## config.mk

```make
export PLATFORM = sky130hd
export DESIGN_NAME = tone_freq_detector_flat
export DESIGN_NICKNAME = d
export VERILOG_FILES = /design/src/rtl/tone_freq_detector_pkg.sv /design/src/rtl/tone_freq_detector_if.sv /design/src/rtl/tone_freq_detector_divider.sv /design/src/rtl/tone_freq_detector.sv /design/src/flat_wrapper.sv
export SDC_FILE = /design/constraint.sdc
export NUM_CORES = 1
export LEC_CHECK = 0
export ABC_AREA = 1
export CAP_MARGIN = 20
export CELL_PAD_IN_SITES_DETAIL_PLACEMENT = 2
export CELL_PAD_IN_SITES_GLOBAL_PLACEMENT = 2
export CORE_ASPECT_RATIO = 0.9
export CORE_MARGIN = 2
export CORE_UTILIZATION = 35
export CTS_BUF_LIST = sky130_fd_sc_hd__clkbuf_4 sky130_fd_sc_hd__clkbuf_8
export DETAILED_ROUTE_END_ITERATION = 10
export PLACE_DENSITY = 0.75
export SLEW_MARGIN = 5
export SYNTH_ARGS = -nofsm -noshare
export SYNTH_HDL_FRONTEND = slang
export SYNTH_SLANG_ARGS = --single-unit
```

## constraint.sdc

```tcl
create_clock -name clk -period 3.2 [get_ports clk]
set_input_delay 0.48 -clock clk [delete_from_list [all_inputs] [get_ports clk]]
set_output_delay 0.48 -clock clk [all_outputs]
set_load 0.005 [all_outputs]
```

## src/rtl/tone_freq_detector_pkg.sv

```systemverilog
// Shared constants and helpers for the tone frequency detector.
//   MIDPOINT   : offset-binary zero level of the audio samples
//   PHASE_BITS : phase accumulator width of the tone generator (2^24 = one cycle)
//   QUOT_W     : divider quotient width
//   sat16()    : clamp a quotient to the 16-bit phase-increment range
package tone_freq_detector_pkg;

    localparam logic [15:0] MIDPOINT   = 16'h8000;
    localparam int          PHASE_BITS = 24;
    localparam int          QUOT_W     = 32;

    function automatic logic [15:0] sat16(input logic [QUOT_W-1:0] q);
        return (|q[QUOT_W-1:16]) ? 16'hFFFF : q[15:0];
    endfunction

endpackage

```

## src/rtl/tone_freq_detector_if.sv

```systemverilog
// Sample-in / measurement-out bundle of the tone frequency detector.
//   din_valid, din : qualified offset-binary sample stream (master -> slave)
//   tone_freq      : last measured phase increment        (slave -> master)
//   freq_valid     : one-cycle strobe on tone_freq update
//   locked         : nonzero measurements are being produced
//   busy           : divider running
interface tone_freq_detector_if;
    logic        din_valid;
    logic [15:0] din;
    logic [15:0] tone_freq;
    logic        freq_valid;
    logic        locked;
    logic        busy;

    modport master (output din_valid, din,
                    input  tone_freq, freq_valid, locked, busy);
    modport slave  (input  din_valid, din,
                    output tone_freq, freq_valid, locked, busy);
endinterface

```

## src/rtl/tone_freq_detector_divider.sv

```systemverilog
// seq_divider_restoring: unsigned restoring divider, one quotient bit per cycle.
//   clk, rst_n : clock, async active-low reset
//   start      : load operands (ignored while busy)
//   abort      : drop the divide in progress, no done pulse
//   dividend   : N_W-bit numerator,  divisor : D_W-bit denominator (nonzero)
//   busy       : high for N_W cycles starting the cycle after start
//   done       : one-cycle pulse after the last iteration, quotient valid then
module seq_divider_restoring #(
    parameter int N_W = 32,
    parameter int D_W = 28
) (
    input  logic           clk,
    input  logic           rst_n,
    input  logic           start,
    input  logic           abort,
    input  logic [N_W-1:0] dividend,
    input  logic [D_W-1:0] divisor,
    output logic           busy,
    output logic           done,
    output logic [N_W-1:0] quotient
);
    localparam int CB = $clog2(N_W);

    logic [CB-1:0]  cnt;
    logic [D_W-1:0] den;
    logic [D_W-1:0] rem;
    // quo starts as the dividend; each iteration shifts one dividend bit out
    // of the top into the partial remainder and one quotient bit in at the bottom.
    logic [N_W-1:0] quo;
    logic [D_W:0]   rem_sh;
    logic           ge;

    assign rem_sh   = {rem, quo[N_W-1]};
    assign ge       = rem_sh >= {1'b0, den};
    assign quotient = quo;

    always_ff @(posedge clk or negedge rst_n) begin
        if (!rst_n) begin
            busy <= 1'b0;
            done <= 1'b0;
            cnt  <= '0;
            den  <= '0;
            rem  <= '0;
            quo  <= '0;
        end else begin
            done <= 1'b0;
            if (abort) begin
                busy <= 1'b0;
            end else if (start && !busy) begin
                busy <= 1'b1;
                cnt  <= '0;
                den  <= divisor;
                rem  <= '0;
                quo  <= dividend;
            end else if (busy) begin
                // remainder stays below den, so it always fits back in D_W bits
                rem <= ge ? D_W'(rem_sh - {1'b0, den}) : D_W'(rem_sh);
                quo <= {quo[N_W-2:0], ge};
                cnt <= cnt + CB'(1);
                if (cnt == CB'(N_W - 1)) begin
                    busy <= 1'b0;
                    done <= 1'b1;
                end
            end
        end
    end
endmodule

```

## src/rtl/tone_freq_detector.sv

```systemverilog
// Pitch meter: reports tone_freq = PERIODS * 2^24 / (cycles spanned by PERIODS
// signal periods), the phase increment the tone generator would need.
//   clk, rst_n : clock, async active-low reset
//   bus        : slave side of tone_freq_detector_if (samples in, result out)
// Rising zero crossings with hysteresis delimit the periods; a window of
// PERIODS crossings is timed in clk cycles and handed to a sequential divider.
module tone_freq_detector
    import tone_freq_detector_pkg::*;
#(
    parameter int unsigned PERIODS = 4,
    parameter logic [15:0] HYST    = 16'd1024,
    parameter int unsigned CNT_W   = 28
) (
    input  logic clk,
    input  logic rst_n,
    tone_freq_detector_if.slave bus
);
    localparam logic [0:0] S_IDLE    = 1'b0;
    localparam logic [0:0] S_MEASURE = 1'b1;

    localparam logic [15:0]       ARM_TH    = MIDPOINT - HYST;
    localparam logic [15:0]       FIRE_TH   = MIDPOINT + HYST;
    localparam logic [CNT_W-1:0]  CYC_MAX   = '1;
    localparam logic [7:0]        PCNT_LAST = 8'(PERIODS - 1);
    localparam logic [QUOT_W-1:0] DIVIDEND  = QUOT_W'(PERIODS) << PHASE_BITS;

    logic [0:0]        state;
    logic              armed;
    logic [CNT_W-1:0]  cyc;
    logic [7:0]        pcnt;
    logic              xing;
    logic              timeout;
    logic              win_end;
    logic              div_busy;
    logic              div_done;
    logic [QUOT_W-1:0] div_quot;
    logic [15:0]       tone_freq_r;
    logic              freq_valid_r;
    logic              locked_r;

    // ---- crossing detector ----
    assign xing = bus.din_valid && armed && (bus.din >= FIRE_TH);

    always_ff @(posedge clk or negedge rst_n) begin
        if (!rst_n)
            armed <= 1'b0;
        else if (bus.din_valid) begin
            if (bus.din <= ARM_TH)
                armed <= 1'b1;
            else if (xing)
                armed <= 1'b0;
        end
    end

    // ---- window FSM ----
    // Timeout outranks any crossing in the same cycle, so it also masks win_end.
    assign timeout = (state == S_MEASURE) && (cyc == CYC_MAX);
    assign win_end = (state == S_MEASURE) && xing && (pcnt == PCNT_LAST) && !timeout;

    always_ff @(posedge clk or negedge rst_n) begin
        if (!rst_n) begin
            state <= S_IDLE;
            cyc   <= '0;
            pcnt  <= '0;
        end else begin
            case (state)
                S_IDLE: begin
                    if (xing) begin
                        state <= S_MEASURE;
                        cyc   <= '0;
                        pcnt  <= '0;
                    end
                end
                default: begin
                    if (timeout) begin
                        state <= S_IDLE;
                    end else if (win_end) begin
                        // the closing crossing also opens the next window
                        cyc  <= '0;
                        pcnt <= '0;
                    end else begin
                        cyc <= cyc + CNT_W'(1);
                        if (xing)
                            pcnt <= pcnt + 8'd1;
                    end
                end
            endcase
        end
    end

    // ---- divider ----
    // A window ending while the divider is busy is simply not launched.
    // done arrives a cycle after busy drops, so a window ending on the
    // finishing cycle sees busy low and is accepted.
    seq_divider_restoring #(
        .N_W (QUOT_W),
        .D_W (CNT_W)
    ) u_div (
        .clk      (clk),
        .rst_n    (rst_n),
        .start    (win_end),
        .abort    (timeout),
        .dividend (DIVIDEND),
        .divisor  (cyc + CNT_W'(1)),
        .busy     (div_busy),
        .done     (div_done),
        .quotient (div_quot)
    );

    // ---- result ----
    always_ff @(posedge clk or negedge rst_n) begin
        if (!rst_n) begin
            tone_freq_r  <= '0;
            freq_valid_r <= 1'b0;
            locked_r     <= 1'b0;
        end else begin
            freq_valid_r <= 1'b0;
            if (timeout) begin
                tone_freq_r  <= '0;
                freq_valid_r <= 1'b1;
                locked_r     <= 1'b0;
            end else if (div_done) begin
                tone_freq_r  <= sat16(div_quot);
                freq_valid_r <= 1'b1;
                if (div_quot != '0)
                    locked_r <= 1'b1;
            end
        end
    end

    assign bus.tone_freq  = tone_freq_r;
    assign bus.freq_valid = freq_valid_r;
    assign bus.locked     = locked_r;
    assign bus.busy       = div_busy;
endmodule

```

## src/flat_wrapper.sv

```systemverilog
// flat-port wrapper written by rule: the top's interface ports become plain ports
module tone_freq_detector_flat import tone_freq_detector_pkg::*;
#(
    parameter int unsigned PERIODS = 4,
    parameter logic [15:0] HYST    = 16'd1024,
    parameter int unsigned CNT_W   = 28
)
  (clk, rst_n, bus_din_valid, bus_din, bus_tone_freq, bus_freq_valid, bus_locked, bus_busy);
  tone_freq_detector_if bus_i ();
  input  logic clk;
  input  logic rst_n;
  input wire logic [$bits(bus_i.din_valid)-1:0] bus_din_valid;
  input wire logic [$bits(bus_i.din)-1:0] bus_din;
  output wire logic [$bits(bus_i.tone_freq)-1:0] bus_tone_freq;
  output wire logic [$bits(bus_i.freq_valid)-1:0] bus_freq_valid;
  output wire logic [$bits(bus_i.locked)-1:0] bus_locked;
  output wire logic [$bits(bus_i.busy)-1:0] bus_busy;
  assign bus_i.din_valid = bus_din_valid;
  assign bus_i.din = bus_din;
  assign bus_tone_freq = bus_i.tone_freq;
  assign bus_freq_valid = bus_i.freq_valid;
  assign bus_locked = bus_i.locked;
  assign bus_busy = bus_i.busy;
  tone_freq_detector #(.PERIODS(PERIODS), .HYST(HYST), .CNT_W(CNT_W)) u_core (.clk(clk), .rst_n(rst_n), .bus(bus_i));
endmodule
```

**Word level (Yosys, flattened, before mapping)**

Index checks and enable logic that the tools add are counted.

- Add/sub/neg operators: 4
- Magnitude comparators: 3
- Equality and inequality tests: 4
- Muxes and demuxes: 37
- Bitwise operators: 1
- Reductions and logical operators: 23

Operators with widths:

| kind | count |
|---|---|
| two-way mux 28 bit | 7 |
| two-way mux 32 bit | 2 |
| two-way mux 16 bit | 3 |
| two-way mux 8 bit | 5 |
| nonzero test 32 bit | 1 |
| greater-or-equal comparator 29 x 28 -> 1 bit | 1 |
| adder 28 x 1 -> 28 bit (second input constant) | 1 |
| == test 28 bit (second input constant) | 1 |
| subtractor 28 bit | 1 |
| two-way mux 1 bit | 18 |
| greater-or-equal comparator 16 bit (second input constant) | 1 |
| <= comparator 16 x 15 -> 1 bit (second input constant) | 1 |
| OR reduction 16 bit | 1 |
| nonzero test 2 bit | 6 |
| two-way mux 5 bit | 2 |
| AND reduction 2 bit | 5 |
| adder 8 x 1 -> 8 bit (second input constant) | 1 |
| == test 8 x 2 -> 1 bit (second input constant) | 1 |
| logical AND 1 bit | 7 |
| adder 5 x 1 -> 5 bit (second input constant) | 1 |
| == test 5 bit (second input constant) | 1 |
| AND reduction 3 bit | 1 |
| zero test 1 bit | 2 |
| != test 2 bit (second input constant) | 1 |
| NOT 1 bit | 1 |

- Flip-flop bits (word level): 151
- Output and inout port bits: 19

**Longest topological paths before layout**

Gate-level depths: netlist of run 1.

- Depth in word-level cells: 8
- Gate-level depth with buffers: 17
- Gate-level depth less buffers: 16

**Modules after synthesis**

From an unflattened synthesis of run 1, not the netlist that was laid out.

- Cells, all modules: 1,427
- Area total of the unflattened synthesis: 9,820.7 µm²

By module, submodules not included:

| module | instances | cells each | area an instance (µm²) |
|---|---|---|---|
| seq_divider_restoring | 1 | 927 | 6,381.1 |
| tone_freq_detector | 1 | 500 | 3,439.5 |

**Worst setup path before layout of run 1**

Ideal clock, no wire load.

- Kind: register to register
- Start: register u_core.u_div.rem[8]
- End: register u_core.u_div.rem[24]
- Setup time: 0.116 ns
- Data arrival time: 1.851 ns
- Data required time: 3.084 ns
- Path slack: 1.232 ns
- Cell stages (with the launch flop): 17
- Buffers on the path: 2
- Period minus slack after synthesis: 1.968 ns
- Cells stage by stage: dfrtp_1 -> ha_1 -> nand2_1 -> inv_1 -> nand2_1 -> inv_1 -> nand2_1 -> inv_1 -> nand2_1 -> nand2_1 -> nand2_1 -> nand3_1 -> buf_4 -> buf_4 -> nand3_1 -> nand2_1 -> nand2_1

- Word-level cells in the longest chain between the ends: 4
- Elaborated cells on any way between the ends: 5
- Classes of those cells: 1 x add/sub; 1 x order compare; 3 x mux

RTL lines:

| element | RTL line | text |
|---|---|---|
| start: declaration | tone_freq_detector_divider.sv:26 | `logic [D_W-1:0] rem;` |
| start signal: assignment | tone_freq_detector_divider.sv:57 | `rem <= ge ? D_W'(rem_sh - {1'b0, den}) : D_W'(rem_sh);` |
| subtractor 28 bit / greater-or-equal comparator 29 x 28 -> 1 bit (equally long branches) | tone_freq_detector_divider.sv:57, tone_freq_detector_divider.sv:34 |  |
| two-way mux 28 bit * | tone_freq_detector_divider.sv:57 |  |
| two-way mux 28 bit * | tone_freq_detector_divider.sv:55 | `end else if (busy) begin` |
| two-way mux 28 bit * | tone_freq_detector_divider.sv:49 | `end else if (start && !busy) begin` |

Mark *: on every way between the ends. The rest lies on a longest branch, timed or not. The select of a mux whose other input is x is not followed.
A chain may end at the register's enable or synchronous reset.

**Final worst setup path of run 1**

- Start: register u_core.u_div.den[23]
- End: register u_core.u_div.rem[18]

- Word-level cells in the longest chain between the ends: 4

RTL lines:

| element | RTL line | text |
|---|---|---|
| start: declaration | tone_freq_detector_divider.sv:25 | `logic [D_W-1:0] den;` |
| start signal: assignment | tone_freq_detector_divider.sv:52 | `den <= divisor;` |
| greater-or-equal comparator 29 x 28 -> 1 bit | tone_freq_detector_divider.sv:34 | `assign ge = rem_sh >= {1'b0, den};` |
| two-way mux 28 bit | tone_freq_detector_divider.sv:57 |  |
| two-way mux 28 bit | tone_freq_detector_divider.sv:55 |  |
| two-way mux 28 bit | tone_freq_detector_divider.sv:49 |  |

No other way between the ends. The select of a mux whose other input is x is not followed.

==> flow_summary.toml, run 1 <==
[run_status]
status = "completed"

[logic_synthesis]
synth_xor_area_share_pct = 2.884
synthArstFlopShare_pct = 100.0
ys_seq_elements = 151
synth.cell_area_um2 = 9414
synthMuxAreaShare_pct = 0
postSynthAreaPerCell_um2 = 7.389
yosysSeqAreaShare_pct = 40.14
syn-num-nets = 1326
synth_top_family_by_area = "simple AND/OR/NAND/NOR gates"
syn_inst = 1274
synth_cell_types = 43
yosys.area_share.simple_pct = 29.78
synthAdderAreaFrac_pct = 4.466
ys.flop_type = "dfrtp_1"
yosys_warnings = 0
synth-compound-area-share_pct = 11.92
synth_edf_count = 0

[place]
hpwl_um = 25070
placed_area_um2 = 10170
gp_congestion = 0.8321
numPortBuffers = 37
dp_worst_setup_slack_ps = 465.7

[floorplan]
num_rows = 56
io-pin-count = 38
dieArea_um2 = 28230
die_w_um = 176.9
initial_core_util_pct = 35.83
die-height_um = 159.6
fp.coreArea_um2 = 26280

[clock_tree]
clock_path_buffers = 2
cts_root_buf = "clkbuf_8"
cts_buffers = 17
clk_latency_ps = 490
post_cts_resized = 0
cts_setup_buffers = 0
clock_sinks = 151
path_clk_slew_ps = 100
htree_levels = 4
cts_tree = "yes"

[min_path]
worstHoldPathType = "flip-flop to flip-flop"

[cells_and_area]
utilization_pct = 40.20
fin_area_um2 = 10560
antenna_cells = 0
drive_gt1_share_pct = 9.111
nets = 1367
area_growth_pct = 12.20

[worst_setup_path]
cp_max_fo = 15
cp.required_ps = 3580
cp_common_cell = "nand2_1"
crit_chain = "inv_1 > ha_1 > nand2_1 > inv_1 > nand2_1 > nand2_1 > nand2_1 > nand2_1 > a21oi_1 > nand3_2 > buf_4 > nor2_1 > nor2_1 > nand2_1 > nand2_1"
critPathArrivalTime_ps = 3130
end_kind = "flip-flop"
max_stage_delay_ps = 380
worst_setup_path_start_kind = "flip-flop"
cp_slowest_cell = "dfrtp_1"
crit_family = "simple AND/OR/NAND/NOR gates"
worstSetupPathType = "flip-flop to flip-flop"
cp_num_buf_inv = 3

[route]
wl_met3_um = 878
dr.pass1.iters = 5
avgViaCountPerCell = 5.143
drc_errors = 0
vias = 8620
top_layer = "met4"
routed_wl_um = 32490
wl_met1_um = 15970
dr_wl_met2_um = 15120
ant_nets = 0
drt_iter0_drc = 423
wire_per_inst_um = 19.39

[sta]
setup_viol_count_final = 0
finClkSkew_ps = 20.17
hold_violations = 0
fin_ws_ps = 445.9
rsz0062_at_grt = "no"
tightest_slew_ps = 733.8
max_freq_mhz = 363.1
fin_tns_setup_ps = 0
period_minus_slack_ps = 2754
period_share_pct = 86.07
max-slew-margin-rel_pct = 50.90
drv_slew = 0

[global_routing]
grt-ovfl-total = 0
antenna_found_initial = 0
grt_pass1_vias = 9497
grt_pass1_wl_um = 53190
grt_max_degree = 65
grt_use_total_pct = 24.32

[pwr]
power.leakage_nw = 5.221
internal_power_mw = 5.035
finalPower_mw = 9.906
combPwrFrac_pct = 52.6
power_density_nw_per_um2 = 937.8
clock_power_share_pct = 15.1
seqPwrFrac_pct = 32.2
switching_share_pct = 49.17
vdd_drop_max_v = 0.0003556
p_sw_mw = 4.870

[flow_run]
drv_cap = 0
==> cell usage after synthesis (all sizes together), types with 8 or more instances <==
cell	count	area [um^2]
inv	213	799.5
nand2	362	1361
o21ai	77	468.0
o22ai	49	425.4
xnor2	12	105.1
a21oi	23	118.9
nand3	94	480.5
xor2	19	166.4
nor3	20	110.1
clkbuf	8	30.03
nor4	8	50.05
ha	32	400.4
nand3b	8	60.06
nand4	29	196.4
dfrtp	151	3779
nor2	121	498.0
buf	25	187.7
==> path summary, 6_finish.rpt <==
path / startpoint / to / slack, ps / cells past startpoint
setup / recovery: u_core.u_div.den[23] / u_core.u_div.rem[18] / 450 / 15
hold / removal: u_core.armed / u_core.armed / 510 / 2
setup reg to reg: u_core.u_div.den[23] / u_core.u_div.rem[18] / 450 / 15
hold reg to reg: u_core.armed / u_core.armed / 510 / 2
max in group asynchronous: rst_n / u_core.u_div.den[15] / 1770 / 3
min in group asynchronous: rst_n / u_core.bus.tone_freq[4] / 540 / 2
==> state kept, by name (all words and copies together), names as in the netlist <==
| register | count |
|---|---|
| u_core.bus.tone_freq | 16 |
| u_core.bus.freq_valid | 1 |
| u_core.u_div.quotient | 32 |
| u_core.u_div.rem | 28 |
| u_core.armed | 1 |
| u_core.state | 1 |
| u_core.u_div.cnt | 5 |
| u_core.cyc | 28 |
| u_core.u_div.den | 28 |
| u_core.u_div.done | 1 |
| u_core.u_div.busy | 1 |
| u_core.pcnt | 8 |
| u_core.bus.locked | 1 |
==> per-stage QoR <==
step,instances,hold slack [ps]
global placement,1643,467.9
CTS,1676,516.0
detailed placement,1643,489.7
floorplan,1274,184.4
global route,1676,553.9
finish,1676,505.9
==> layout by cell type (no fill, tap or decap), types with 3 or more instances in the layout <==
cell type,count
nand3_2,3
a21o_1,4
inv_2,11
or2_2,3
clkbuf_8,18
nor2_2,7
nor3b_1,3
o21ai_2,19
nand3b_1,8
inv_8,3
inv_6,3
clkinvlp_4,5
buf_4,15
nand2_1,361
clkdlybuf4s50_1,36
inv_1,202
dfrtp_1,151
o31ai_1,4
nand4_1,28
nand3_1,91
nor2_1,111
o22ai_1,30
o21ai_1,16
xnor2_1,12
xor2_1,19
o22ai_2,19
nor4_1,8
a21oi_1,22
ha_1,32
nor3_1,18
o21ai_0,41
==> final cells by class <==
cell class / instances / area, um^2
multi-input combinational: 877 / 4628
tap: 348 / 435.4
clock inverter: 14 / 138.9
timing repair buffer: 55 / 534.3
sequential: 151 / 3779
clock buffer: 18 / 247.7
fill: 3080 / 15710
inverter: 213 / 799.5
==> power groups by stage <==
stage	Clock [mW]	Sequential [mW]	Combinational, mW
floorplan	0	3.01	3.68
global placement	0	3.19	4.99
detailed placement	0	3.22	5.19
CTS	1.56	3.20	5.27
global route	1.61	3.30	5.89
finish	1.50	3.19	5.21
==> worst min-delay path: stages, from the launching register on <==
cell and delay (ps):
dfrtp_1 350, nand2_1 60, nand2_1 60
==> kinds of logic (layout without fill, tap and decap cells) <==
family	after synthesis	in the layout
AO/OA/AOI/OAI	164	164
XOR/XNOR	31	31
adder cells (fa/ha/maj)	33	33
buffers and inverters	246	300
flip-flops	151	151
AND/OR/NAND/NOR	649	649
==> layer usage <==
layer | track usage, % | up-vias
li1 | - | 4168
met2 | 39.12 | 99
met4 | 5.898 | 0
met1 | 34.04 | 4319
met5 | 0 | -
met3 | 3.988 | 34
==> what timing repair did <==
item,CTS,global route
endpoints found under the setup margin,0,0
hold buffers,1,0
hold endpoints to repair,25,0
No activity file was read; power rests on OpenSTA's default activity.
==> run 2, diff against run 1 <==
--- a/config.mk
+++ b/config.mk
@@ -5,7 +5,7 @@
 export SDC_FILE = /design/constraint.sdc
 export NUM_CORES = 1
 export LEC_CHECK = 0
-export ABC_AREA = 1
+export ABC_AREA = 0
 export CAP_MARGIN = 20
 export CELL_PAD_IN_SITES_DETAIL_PLACEMENT = 2
 export CELL_PAD_IN_SITES_GLOBAL_PLACEMENT = 2
@@ -14,7 +14,7 @@
 export CORE_UTILIZATION = 35
 export CTS_BUF_LIST = sky130_fd_sc_hd__clkbuf_4 sky130_fd_sc_hd__clkbuf_8
 export DETAILED_ROUTE_END_ITERATION = 10
-export PLACE_DENSITY = 0.75
+export PLACE_DENSITY = 0.7
 export SLEW_MARGIN = 5
 export SYNTH_ARGS = -nofsm -noshare
 export SYNTH_HDL_FRONTEND = slang
==> flow_summary.toml, run 2 <==
[run_status]
status = "completed"

[cells_and_area]
area_growth_pct = 13.82
largest_reg_flops = 32
mostFrequentLayoutCells = "dfrtp_1, nor2_1, nand2_1, o21ai_0, a21oi_1"
final_common_cell = "dfrtp_1"
fill_cells = 2595
nets = 975
drive_gt1_share_pct = 7.372
antenna_cells = 0

[pwr]
combPwrFrac_pct = 56.6
seqPwrFrac_pct = 29.5
p_sw_mw = 4.937
internal_power_mw = 5.635
switching_share_pct = 46.70
clock_power_share_pct = 13.9
power.leakage_nw = 4.148
vdd_drop_max_v = 0.0004524
power_density_nw_per_um2 = 1112

[worst_setup_path]
cp_num_buf_inv = 1
max_stage_delay_ps = 430
cp-startpoint = "u_core.u_div.rem[6]"
cp_max_fo = 11
crit_chain = "ha_1 > and4_1 > a21o_1 > o211ai_2 > a31oi_1 > or2_1 > o31ai_4 > buf_4 > mux2i_1 > o21ai_0"
cp.required_ps = 3530
crit_family = "compound AO/OA/AOI/OAI gates"
cp_slowest_cell = "dfrtp_1"
critPathArrivalTime_ps = 3330
rr_startpoint = "u_core.u_div.rem[6]"
r2r_setup_slack_ps = 200
end_kind = "flip-flop"
worstSetupPathType = "flip-flop to flip-flop"
worst_setup_path_start_kind = "flip-flop"

[floorplan]
die_w_um = 166.9
die-height_um = 150.6
dieArea_um2 = 25120
initial_core_util_pct = 35.69
fp.coreArea_um2 = 23410
num_rows = 53
io-pin-count = 38

[sta]
tightest_slew_ps = 805.6
setup_viol_count_final = 0
period_share_pct = 93.62
max-slew-margin-rel_pct = 46.12
finClkSkew_ps = 21.61
fin_ws_ps = 204.1
max_freq_mhz = 333.8
rsz0062_at_grt = "no"
drv_slew = 0
fin_tns_setup_ps = 0
period_minus_slack_ps = 2996
hold_violations = 0

[route]
routed_wl_um = 24520
avgViaCountPerCell = 5.607
dr.pass1.iters = 4
ant_nets = 0
vias = 6941
drc_errors = 0
wire_per_inst_um = 19.81
drt_iter0_drc = 315

[logic_synthesis]
synthArstFlopShare_pct = 100.0
synth_top_area_cell = "dfrtp_1"
postSynthAreaPerCell_um2 = 9.334
syn-num-nets = 947
netlist_top_cells_count = "dfrtp_1, nor2_1, nand2_1, o21ai_0, a21oi_1"
yosysSeqAreaShare_pct = 45.23
ys.flop_type = "dfrtp_1"
synth_area_leaders = "dfrtp_1, ha_1, o21ai_0"
synth_cell_types = 60
ys_seq_elements = 151
synth.cell_area_um2 = 8354
yosysMostFrequentCell = "dfrtp_1"
yosys.area.top_type_share_pct = 45.23
synth_edf_count = 0
syn_inst = 895
yosys_warnings = 0

[clock_tree]
cts_root_buf = "clkbuf_8"
clock_sinks = 151
clock_path_buffers = 2
htree_levels = 4
path_clk_slew_ps = 100
hold_buffers = 0
post_cts_resized = 0
cts_tree = "yes"
clk_latency_ps = 470
cts_setup_buffers = 0
cts_buffers = 17

[global_routing]
grt_pass1_vias = 7702
grt-ovfl-total = 0
grt_use_total_pct = 20.36
grt_max_degree = 74
antenna_found_initial = 0
grt_pass1_wl_um = 41000

[place]
numPortBuffers = 37
hpwl_um = 17520
dp_worst_setup_slack_ps = 207.8
gp_congestion = 0.8120

[min_path]
worstHoldPathType = "input pin to asynchronous set/reset pin"

[flow_run]
drv_cap = 0
==> run 2: final cells by class <==
type	instances	area (um^2)	area share, %
clock inverter	15	155.1	1.632
sequential	151	3779	39.74
multi-input combinational	659	4225	44.43
inverter	36	135.1	1.421
tap	302	377.9	3.974
clock buffer	17	234.0	2.461
timing repair buffer	58	603.1	6.342
==> run 2: cell families after synthesis <==
| group | synth area share [%] |
|---|---|
| simple gates | 16.09 |
| compound gates | 21.15 |
| flops | 45.23 |
| mux | 2.756 |
| buf+inv | 4.508 |
| xor+xnor | 5.242 |
| fa+ha+maj | 5.032 |
==> run 2: metal layers <==
metal / up-vias / GRT usage [%] / routed length [um]
li1: 3274 / - / -
met1: 3580 / 26.20 / 11330
met2: 67 / 36.15 / 12470
met3: 20 / 3.549 / 487
met4: 0 / 4.224 / 225
met5: - / 0 / 0
==> run 2: through the flow <==
stage	area (um^2)	util [%]	hold WS (ps)	power, mW	instances
final	9509	40.62	10.38	10.57	1238
after global routing	9509	40.62	31.09	11.51	1238
after CTS	9468	40.45	28.64	10.67	1237
after detailed placement	9079	38.78	493.9	9.081	1205
after global placement	9079	38.78	470.5	8.746	1205
after floorplan	8354	-	184.4	7.455	895
==> run 2: worst reg2reg max path, cell delays in order (launching register included) <==
cell      delay, ps
dfrtp_1         430
ha_1            390
and4_1          270
a21o_1          230
o211ai_2        160
a31oi_1         140
or2_1           290
o31ai_4         330
buf_4           270
mux2i_1         230
o21ai_0         110
==> run 2: power by group through the flow <==
stage / sequential [mW] / clock [mW] / combinational (mW)
final: 3.12 / 1.47 / 5.98
after detailed placement: 3.15 / 0 / 5.93
after global placement: 3.10 / 0 / 5.64
after floorplan: 2.93 / 0 / 4.52
after CTS: 3.12 / 1.53 / 6.01
after global routing: 3.22 / 1.60 / 6.69
==> run 2: worst paths after layout <==
kind | cells after the start | to
worst max-delay path | 10 | u_core.u_div.rem[25]
worst min-delay path | 1 | u_core.pcnt[2]
worst max register to register | 10 | u_core.u_div.rem[25]
worst min register to register | 1 | u_core.pcnt[7]
max in group asynchronous | 2 | u_core.u_div.rem[8]
min in group clk | 1 | u_core.pcnt[7]
==> run 3, diff against run 2 <==
--- a/config.mk
+++ b/config.mk
@@ -10,11 +10,10 @@
 export CELL_PAD_IN_SITES_DETAIL_PLACEMENT = 2
 export CELL_PAD_IN_SITES_GLOBAL_PLACEMENT = 2
 export CORE_ASPECT_RATIO = 0.9
-export CORE_MARGIN = 2
 export CORE_UTILIZATION = 35
 export CTS_BUF_LIST = sky130_fd_sc_hd__clkbuf_4 sky130_fd_sc_hd__clkbuf_8
 export DETAILED_ROUTE_END_ITERATION = 10
-export PLACE_DENSITY = 0.7
+export PLACE_DENSITY_LB_ADDON = 0.3
 export SLEW_MARGIN = 5
 export SYNTH_ARGS = -nofsm -noshare
 export SYNTH_HDL_FRONTEND = slang
==> flow_summary.toml, run 3 (synthesis gave the netlist of run 2 again) <==
[global_routing]
grt_use_total_pct = 21.20
grt_pass1_vias = 7549
antenna_found_initial = 0
grt_pass1_wl_um = 40560
grt_max_degree = 70
grt-ovfl-total = 0

[sta]
rsz0062_at_grt = "no"
fin_tns_setup_ps = 0
max-slew-margin-rel_pct = 52.14
period_share_pct = 93.30
finClkSkew_ps = 19.62
tightest_slew_ps = 717.9
hold_violations = 4
fin_hold_ws_ps = -2.680
setup_viol_count_final = 0
period_minus_slack_ps = 2986
max_freq_mhz = 334.9
drv_slew = 0

[floorplan]
num_rows = 53
fp.coreArea_um2 = 23410
dieArea_um2 = 24490
io-pin-count = 38
die-height_um = 148.6
die_w_um = 164.9
initial_core_util_pct = 35.69

[clock_tree]
htree_levels = 4
cts_buffers = 17
cts_tree = "yes"
cts_root_buf = "clkbuf_8"
path_clk_slew_ps = 100
clk_latency_ps = 480
clock_path_buffers = 2
clock_sinks = 151
hold_buffers = 0

[place]
hpwl_um = 17160
gp_congestion = 0.7818
numPortBuffers = 37

[route]
drc_errors = 0
vias = 6915
ant_nets = 0
avgViaCountPerCell = 5.563
routed_wl_um = 24150
dr.pass1.iters = 4
wire_per_inst_um = 19.43
drt_iter0_drc = 324

[worst_setup_path]
cp.required_ps = 3550
end_kind = "flip-flop"
worstSetupPathType = "flip-flop to flip-flop"
cp_max_fo = 19
worst_setup_path_start_kind = "flip-flop"
critPathArrivalTime_ps = 3340

[cells_and_area]
multi_input_area_um2 = 4220
utilization_pct = 40.66
antenna_cells = 0
drive_gt1_share_pct = 7.651
seqCellArea_um2 = 3779
fill_cells = 2544
area_growth_pct = 13.94
mostFrequentLayoutCells = "dfrtp_1, nor2_1, nand2_1, o21ai_0, a21oi_1"
nets = 980
largest_reg_flops = 32
final_common_cell = "dfrtp_1"

[pwr]
power_density_nw_per_um2 = 1099
vdd_drop_max_v = 0.0006664
power.leakage_nw = 4.160

[run_status]
violations = "hold timing"
status = "finished with violations"

[flow_run]
drv_cap = 0

[min_path]
worstHoldPathType = "input pin to asynchronous set/reset pin"
-- run 3: cell types whose count changed in the layout (fill, tap and decap cells not counted), sizes merged --
cell,before,now
buf,22,27
clkinvlp,3,5
clkinv,5,4
inv,43,42
-- run 3: path summary, 6_finish.rpt --
kind	start	endpoint	slack, ps	cells past startpoint
setup / recovery	u_core.u_div.den[19]	u_core.u_div.rem[10]	210	11
hold / removal	rst_n	u_core.bus.tone_freq[7]	-3	1
setup reg to reg	u_core.u_div.den[19]	u_core.u_div.rem[10]	210	11
hold reg to reg	u_core.pcnt[7]	u_core.pcnt[7]	490	1
max in group asynchronous	rst_n	u_core.u_div.quotient[28]	2360	2
min in group clk	u_core.pcnt[7]	u_core.pcnt[7]	490	1
-- run 3: cell type report --
cell class	instances	area share, %
Tap cell	302	3.970
Clock inverter	15	1.262
Sequential cell	151	39.70
Inverter	36	1.420
Multi-Input combinational cell	659	44.33
Clock buffer	17	2.458
Timing Repair Buffer	63	6.861
-- run 3: critical path, stage by stage (launching register included) --
cell	delay, ps
dfrtp_1	360
inv_1	50
ha_1	380
a21oi_1	200
a21boi_0	130
a311oi_1	400
nor2_1	130
or2_1	300
o31ai_4	280
buf_6	300
mux2i_1	250
o21ai_1	90
-- run 3: repair_timing --
| action | 4_1_cts | 5_1_grt |
|---|---|---|
| hold endpoints to repair | 0 | 0 |
| setup buffers | 0 | 0 |
| setup endpoints to repair | 0 | 6 |
| gates resized for setup | 0 | 1 |
-- run 3: routing by layer --
metal	vias to the layer above	share of wire [%]	global-route usage, %
li1	3277	-	-
met1	3538	50	29.49
met2	83	47	34.22
met4	0	0.87	4.404
met5	-	0	0
met3	17	2.6	3.960
-- run 3: per-stage QoR --
step | setup slack [ps] | cells | power [mW] | instance area [um^2]
2_1_floorplan | 594.8 | 895 | 7.455 | 8354
3_3_place_gp | 321.3 | 1210 | 8.739 | 9134
3_5_place_dp | 151.0 | 1210 | 9.020 | 9134
4_1_cts | 144.9 | 1242 | 10.55 | 9488
5_1_grt | 51.34 | 1243 | 11.29 | 9519
6_report | 214.4 | 1243 | 10.46 | 9519
-- run 3: where the power goes --
| group | internal, mW | switching, mW | leakage (nW) | total, mW |
|---|---|---|---|---|
| combinational | 2.53 | 3.40 | 2.10 | 5.93 |
| sequential | 2.54 | 0.582 | 1.89 | 3.12 |
| clock | 0.551 | 0.863 | 0.168 | 1.41 |
